==> config.mk <==
export PLATFORM = sky130hd
export DESIGN_NAME = mem_stage_forward_source
export DESIGN_NICKNAME = d
export VERILOG_FILES = /design/src/rtl/mem_stage_forward_source.sv
export SDC_FILE = /design/constraint.sdc
export NUM_CORES = 1
export LEC_CHECK = 0
export ABC_AREA = 1
export CAP_MARGIN = 25
export CORE_MARGIN = 5
export CORE_UTILIZATION = 37
export DETAILED_ROUTE_END_ITERATION = 8
export PLACE_DENSITY = 0.83
export RECOVER_POWER = 100
export SLEW_MARGIN = 30
export SYNTH_ARGS = -nofsm -noshare
export SYNTH_HDL_FRONTEND = slang
export SYNTH_SLANG_ARGS = --single-unit
export TNS_END_PERCENT = 30
==> constraint.sdc <==
create_clock -name clk_i -period 1.3 [get_ports clk_i]
set_clock_uncertainty 0.15 [all_clocks]
set_input_delay 0.26 -clock clk_i [delete_from_list [all_inputs] [get_ports clk_i]]
set_output_delay 0.26 -clock clk_i [all_outputs]
set_load 0.03 [all_outputs]
==> src/rtl/mem_stage_forward_source.sv <==
// mem_stage_forward_source: MEM-stage register, data-memory controller and producer of the
// MEM/WB forwarding triples. Optional macro LOAD_EARLY_FORWARD_EN forwards load data from MEM in the rvalid cycle.
module mem_stage_forward_source #(
   parameter int WORD       = 32,
   parameter int ADDR_WIDTH = 4
) (
   input  logic                  clk_i,
   input  logic                  rst_n_i,
   input  logic                  ex_valid_i,
   output logic                  ex_ready_o,
   input  logic [WORD-1:0]       alu_result_i,
   input  logic [WORD-1:0]       reg_2_data_i,
   input  logic [ADDR_WIDTH-1:0] reg_dest_i,
   input  logic                  reg_write_en_i,
   input  logic                  mem_read_i,
   input  logic                  mem_write_i,
   output logic                  dmem_req_o,
   output logic                  dmem_we_o,
   output logic [WORD-1:0]       dmem_addr_o,
   output logic [WORD-1:0]       dmem_wdata_o,
   input  logic                  dmem_ready_i,
   input  logic                  dmem_rvalid_i,
   input  logic [WORD-1:0]       dmem_rdata_i,
   output logic                  reg_write_en_MEM_o,
   output logic [ADDR_WIDTH-1:0] reg_dest_MEM_o,
   output logic [WORD-1:0]       reg_data_MEM_o,
   output logic                  load_pending_o,
   output logic                  reg_write_en_WB_o,
   output logic [ADDR_WIDTH-1:0] reg_dest_WB_o,
   output logic [WORD-1:0]       reg_data_WB_o
);

   // state   | meaning
   // ST_IDLE | slot empty, or holding an ALU-only op that retires this cycle
   // ST_REQ  | load/store request presented on dmem, waiting for dmem_ready_i
   // ST_WAIT | load accepted by memory, waiting for dmem_rvalid_i
   typedef enum logic [1:0] {
      ST_IDLE = 2'd0,
      ST_REQ  = 2'd1,
      ST_WAIT = 2'd2
   } state_t;

   state_t                state_q, state_d;
   logic                  slot_valid_q, slot_valid_d;
   logic                  is_load_q, is_load_d;
   logic                  is_store_q, is_store_d;
   logic                  we_q, we_d;
   logic [ADDR_WIDTH-1:0] dest_q, dest_d;
   logic [WORD-1:0]       alu_q, alu_d;
   logic [WORD-1:0]       wdata_q, wdata_d;
   logic                  wb_we_q, wb_we_d;
   logic [ADDR_WIDTH-1:0] wb_dest_q, wb_dest_d;
   logic [WORD-1:0]       wb_data_q, wb_data_d;

   logic alu_only;
   logic req_done;
   logic rsp_done;
   logic complete;
   logic capture;

   assign alu_only = slot_valid_q && (state_q == ST_IDLE);
   assign req_done = (state_q == ST_REQ) && is_store_q && dmem_ready_i;
   assign rsp_done = (state_q == ST_WAIT) && dmem_rvalid_i;
   assign complete = alu_only || req_done || rsp_done;

   // Combinational ready lets a new op enter in the same cycle the current one retires.
   assign ex_ready_o = !slot_valid_q || complete;
   assign capture    = ex_valid_i && ex_ready_o;

   always_comb begin
      state_d = state_q;
      if (capture) begin
         state_d = (mem_read_i || mem_write_i) ? ST_REQ : ST_IDLE;
      end else begin
         unique case (state_q)
            ST_REQ: begin
               if (dmem_ready_i) begin
                  state_d = is_store_q ? ST_IDLE : ST_WAIT;
               end
            end
            ST_WAIT: begin
               if (dmem_rvalid_i) begin
                  state_d = ST_IDLE;
               end
            end
            default: state_d = ST_IDLE;
         endcase
      end
   end

   always_comb begin
      slot_valid_d = slot_valid_q;
      is_load_d    = is_load_q;
      is_store_d   = is_store_q;
      we_d         = we_q;
      dest_d       = dest_q;
      alu_d        = alu_q;
      wdata_d      = wdata_q;
      if (capture) begin
         slot_valid_d = 1'b1;
         is_load_d    = mem_read_i;
         is_store_d   = mem_write_i && !mem_read_i;
         we_d         = reg_write_en_i;
         dest_d       = reg_dest_i;
         alu_d        = alu_result_i;
         wdata_d      = reg_2_data_i;
      end else if (complete) begin
         slot_valid_d = 1'b0;
      end
   end

   // Stores never write the register file, whatever their write-enable says.
   always_comb begin
      wb_we_d   = 1'b0;
      wb_dest_d = wb_dest_q;
      wb_data_d = wb_data_q;
      if (complete && we_q && !is_store_q) begin
         wb_we_d   = 1'b1;
         wb_dest_d = dest_q;
         wb_data_d = is_load_q ? dmem_rdata_i : alu_q;
      end
   end

   always_ff @(posedge clk_i or negedge rst_n_i) begin
      if (!rst_n_i) begin
         state_q      <= ST_IDLE;
         slot_valid_q <= 1'b0;
         is_load_q    <= 1'b0;
         is_store_q   <= 1'b0;
         we_q         <= 1'b0;
         dest_q       <= '0;
         alu_q        <= '0;
         wdata_q      <= '0;
         wb_we_q      <= 1'b0;
         wb_dest_q    <= '0;
         wb_data_q    <= '0;
      end else begin
         state_q      <= state_d;
         slot_valid_q <= slot_valid_d;
         is_load_q    <= is_load_d;
         is_store_q   <= is_store_d;
         we_q         <= we_d;
         dest_q       <= dest_d;
         alu_q        <= alu_d;
         wdata_q      <= wdata_d;
         wb_we_q      <= wb_we_d;
         wb_dest_q    <= wb_dest_d;
         wb_data_q    <= wb_data_d;
      end
   end

   always_comb begin
      dmem_req_o   = 1'b0;
      dmem_we_o    = 1'b0;
      dmem_addr_o  = '0;
      dmem_wdata_o = '0;
      if (state_q == ST_REQ) begin
         dmem_req_o   = 1'b1;
         dmem_we_o    = is_store_q;
         dmem_addr_o  = alu_q;
         dmem_wdata_o = wdata_q;
      end
   end

   always_comb begin
      reg_write_en_MEM_o = alu_only && we_q;
      reg_dest_MEM_o     = dest_q;
      reg_data_MEM_o     = alu_q;
      load_pending_o     = slot_valid_q && is_load_q;
`ifdef LOAD_EARLY_FORWARD_EN
      if (rsp_done) begin
         reg_write_en_MEM_o = we_q;
         reg_data_MEM_o     = dmem_rdata_i;
         load_pending_o     = 1'b0;
      end
`endif
   end

   assign reg_write_en_WB_o = wb_we_q;
   assign reg_dest_WB_o     = wb_dest_q;
   assign reg_data_WB_o     = wb_data_q;

endmodule

**Word level (Yosys, flattened, before mapping)**

Cells that the tools add are included.

- Bits in registers: 111
- Bits of input ports: 108
- Output and inout bits: 142
- Logic and storage cells: 49

- Equal/unequal tests: 4
- Muxes and demuxes: 14
- Reductions and logical operators: 20

Operator list:

| kind | number |
|---|---|
| 2-to-1 mux 32 bit | 3 |
| logical AND 1 bit | 10 |
| 2-to-1 mux 2 bit | 4 |
| 2-to-1 mux 1 bit | 6 |
| inequality test 3 bit (second input constant) | 2 |
| logical OR 1 bit | 4 |
| case mux 2 bit (2 select lines) | 1 |
| logical NOT 1 bit | 3 |
| == test 2 x 1 -> 1 bit (second input constant) | 1 |
| == test 2 bit (second input constant) | 1 |
| logical NOT 2 bit | 1 |
| AND reduction 2 bit | 1 |
| nonzero test 2 bit | 1 |

**Logic depth before layout (Yosys ltp)**

- Depth after elaboration: 9
- Gate-level depth with buffers: 8
- Gate-level depth less buffers: 7

**Least setup slack after synthesis**

OpenSTA, ideal clock, no wires.

- Kind: reg2out
- From: register state_q[1]
- To: output dmem_addr_o[0]
- Arrival time: 1.740 ns
- Data required time: 0.890 ns
- Slack: -0.850 ns
- Cell stages (with the launch flop): 6
- Buffers on the path: 2
- Cell sequence: dfrtp_1 nor2_1 inv_2 buf_2 buf_2 nor2_1

- Longest elaborated chain between the ends: 2

Ends and longest elaborated chain:

| what | RTL line | source |
|---|---|---|
| from (decl) | 43 | `state_t state_q, state_d;` |
| from (signal assigned) | 138 | `state_q <= state_d;` |
| == test 2 x 1 -> 1 bit | 157 | `if (state_q == ST_REQ) begin` |
| 2-to-1 mux 32 bit | 157 |  |
| to (decl) | 19 | `output logic [WORD-1:0] dmem_addr_o,` |

Every way passes these cells.

**Final worst setup path**

- From: register state_q[1]
- To: output dmem_addr_o[10]

The elaborated chain is that of the path after synthesis.

==> results <==
## what timing repair did
action | CTS | global route
hold endpoints to repair | 111 | 0
buffers inserted | 11 | 4
resized for setup | 136 | 44
pin swaps | 2 | 8
hold buffers | 1 | 0
setup endpoints to repair | 253 | 253
gates cloned | 7 | 8
## flip-flops by register name, summed over array words and instances, names as in the netlist, 2 cells and up
| signal | count |
|---|---|
| reg_data_MEM_o | 32 |
| reg_data_WB_o | 32 |
| wdata_q | 32 |
| reg_dest_MEM_o | 4 |
| reg_dest_WB_o | 4 |
| state_q | 2 |
## logic make-up (layout without fill, tap and decap cells)
kind of cell | count (synthesis) | in the layout | synth area share
buffers and inverters | 118 | 403 | 0.102
AOI/OAI and AO/OA | 67 | 67 | 0.0664
other | 0 | 1 | 0
and+or+nand+nor | 372 | 372 | 0.294
DFF | 111 | 111 | 0.538
## how the worst min path moves through the flow
| stage | end | slack, ns | depth (start not counted) |
|---|---|---|---|
| after floorplan | is_load_q | -0.19 | 0 |
| after global placement | wdata_q[24] | -0.02 | 1 |
| after detailed placement | wdata_q[24] | -0.03 | 1 |
| after CTS | slot_valid_q | 0.05 | 3 |
| after global routing | slot_valid_q | 0.06 | 3 |
| final | slot_valid_q | 0.07 | 3 |
## area by class of cell
cell class | count | area (µm²) | area share
inverters | 74 | 288 | 0.0294
well taps | 180 | 225 | 0.0230
clock inverters | 4 | 22.5 | 0.00230
diodes | 1 | 2.50 | 0.000256
repair buffers | 313 | 3750 | 0.383
multi-input cells | 439 | 2480 | 0.253
clock buffers | 12 | 236 | 0.0242
flip-flops and latches | 111 | 2780 | 0.284
## worst min-delay path, cell delays in order
cell	delay, ns
buf_2	0.13
inv_1	0.08
nand2_2	0.06
## layer usage
| layer | track usage | up-vias |
|---|---|---|
| met5 | 0 | - |
| met2 | 0.406 | 223 |
| met1 | 0.266 | 2581 |
| met3 | 0.0504 | 22 |
| met4 | 0.0924 | 0 |
| li1 | - | 2632 |
## Yosys cell counts
library cell,count
buf_4,5
nand2_1,223
a31oi_1,1
nor3_1,1
o21ai_1,26
o21ai_0,38
buf_2,15
nor2_1,69
inv_2,5
nand3_2,3
buf_6,5
nand2_2,1
dfrtp_1,111
o21bai_2,1
nand3_1,72
buf_1,5
a21oi_1,1
buf_8,1
clkbuf_1,13
or2_2,1
inv_1,69
nand4_1,2
## power groups by stage
stage	registers (W)	logic, W	clock network (W)
finish	0.00651	0.0204	0.00251
floorplan	0.00819	0.00821	0
global route	0.00673	0.0217	0.00271
CTS	0.00646	0.0189	0.00255
detailed placement	0.00630	0.0161	0
global placement	0.00628	0.0158	0
## per-stage QoR
step,total power (W),setup TNS (ns),hold slack (ns),worst slack [ns]
after floorplan,0.0164,-27.83,-0.186,-0.362
after global placement,0.0221,-57.55,-0.0228,-0.451
after detailed placement,0.0224,-60.43,-0.0280,-0.452
after CTS,0.0279,-87.13,0.0460,-0.617
after global routing,0.0311,-132.87,0.0642,-0.694
final,0.0294,-103.35,0.0660,-0.637
==> Flow_metrics.wiki <==
{| class="wikitable"
! Metric !! Value
|-
| Weighted congestion at the end of routability-driven global placement || 0.819
|-
| Largest stage delay on the critical path || 0.45 ns
|-
| H-tree Lvls || 3
|-
| Area inside the core boundary || 0.0138 mm²
|-
| Starting DRC count in detailed routing || 279
|-
| Cell accounting for the most synthesized area || dfrtp_1
|-
| Number of synthesized register bits || 111
|-
| Count of nets after finishing || 1056
|-
| Syn Inst Count || 668
|-
| Post-Route M1 WL || 7410 µm
|-
| Worst setup path endpoint || dmem_addr_o[10]
|-
| Wire length per cell after detailed routing || 17.6 µm
|-
| Placed cell area || 0.00833 mm²
|-
| Setup repair after global routing missed its margin || yes
|-
| Highest routing layer actually used || met4
|-
| Post-Layout Cell Count || 1134
|-
| Failing checks || setup timing
|-
| Port buffer count || 249
|-
| Post-detailed-placement half-perimeter wirelength || 12300 µm
|-
| Normalized max-slew margin || 0.464
|-
| IO Count || 250
|-
| Worst Setup End Kind || output port
|-
| Commonest cells after routing, fill and taps aside || nand2_1, buf_6, dfrtp_1, clkdlybuf4s50_1, inv_1
|-
| Total instance count after detailed placement || 1088
|-
| Total standard cell area after synthesis || 0.00517 mm²
|-
| Signal arrival time at the worst endpoint || 1.53 ns
|-
| Area added between synthesis and finish || 89.3%
|-
| Via-to-Cell Ratio || 4.81
|-
| Share of post-route cells with drive strength above 1 || 0.338
|-
| Util after Layout || 0.710
|-
| Net Count, Synth || 776
|-
| Cell types occupying the most area after synthesis || dfrtp_1, nand2_1, nand3_1, inv_1, nor2_1
|-
| Tmin final || 1.94 ns
|-
| Initial standard-cell utilization of the core || 0.375
|-
| Number of global-route vias before repair || 5546
|-
| Wire length of the first global-routing pass || 29500 µm
|-
| Total CTS buffers || 9
|-
| Antenna violations before repair || 1
|-
| Global-route total usage across every layer || 0.228
|-
| Die area || 0.0164 mm²
|-
| Largest net degree at the start of global routing || 66
|-
| Sequential area share after synthesis || 0.538
|-
| Maximum buffer depth of the clock tree || 2
|-
| Critical Path, Cell by Cell || nor2_4, inv_8, buf_12, nor2_4, buf_12
|-
| Period utilization || 1.49
|-
| Logic depth of the worst setup path including buffers || 5
|-
| Met3 WL || 1410 µm
|-
| Largest driver fanout on the critical path || 12
|-
| Fmax || 516 MHz
|-
| Clock transition at the registers of the reported paths || 0.07 ns
|-
| Part of the power in registers || 0.222
|-
| Synthesis Warnings || 0
|-
| Clock Power Share || 0.085
|-
| Sink Count || 111
|-
| P_leak || 4.77 nW
|-
| Critical register-to-register path startpoint || state_q[0]
|-
| Outcome || complete, but fails checks
|-
| Count of unresolved DRC violations after routing || 0
|-
| Distinct cell type count of the synthesized netlist || 22
|-
| Switch Pwr || 0.0139 W
|-
| Worst-path cell with the longest stage delay || dfrtp_2
|-
| First-pass detailed-route iteration total || 5
|-
| Top cell type's share of synthesized area || 0.538
|-
| Leftover overflow at the end of global routing || 0
|-
| Crit path launch type || register
|-
| Worst hold start || ex_valid_i
|-
| Number of nets with antenna violations after routing || 0
|-
| Crit-path leading delay family || flip-flops
|-
| Total vias in the final route || 5458
|-
| Tightest Hold Check Type || input port to register
|-
| Total of endpoints with negative setup slack in the final report || 326
|-
| Detailed-route wire length || 19900 µm
|-
| Max-slew violation total from the final report || 0
|-
| Peak supply drop || 1880 µV
|-
| Setup Crit Path Kind || register to output port
|-
| Reg-to-reg slack, setup || -0.55 ns
|-
| # Max-Cap Violations || 0
|-
| Final cell area excluding filler cells || 0.00978 mm²
|-
| R2R depth || 10
|-
| Setup slack after layout || -0.637 ns
|-
| Final-layout fill cell count || 1004
|-
| Destination of the worst register-to-register timing path || reg_data_MEM_o[12]
|-
| TritonCTS clock tree || done
|-
| Internal power contribution || 0.0155 W
|-
| Later-pin clock latency in the skew report || 0.34 ns
|-
| Standard-cell rows || 43
|-
| Fraction of power spent switching nets || 0.474
|-
| Vertical extent of the die || 128 µm
|-
| Synthesized area per cell || 7.73 µm²
|-
| Least-Margin Pin Slew || 0.804 ns
|-
| Hold violation count in the final report || 0
|-
| Portion of total power attributed to combinational logic || 0.693
|-
| PwrDens || 3010 mW/mm²
|-
| Met2 Routed Length || 10700 µm
|-
| Setup crit start || state_q[1]
|-
| Buffer type at the clock tree root || clkbuf_16
|-
| Data required time of the worst path || 0.89 ns
|-
| Most frequent standard cell in the layout excluding fill and tap cells || nand2_1
|-
| Crit path buffers/inverters || 3
|-
| Die Span X || 128 µm
|}
Power figures use the tool's default switching activity.
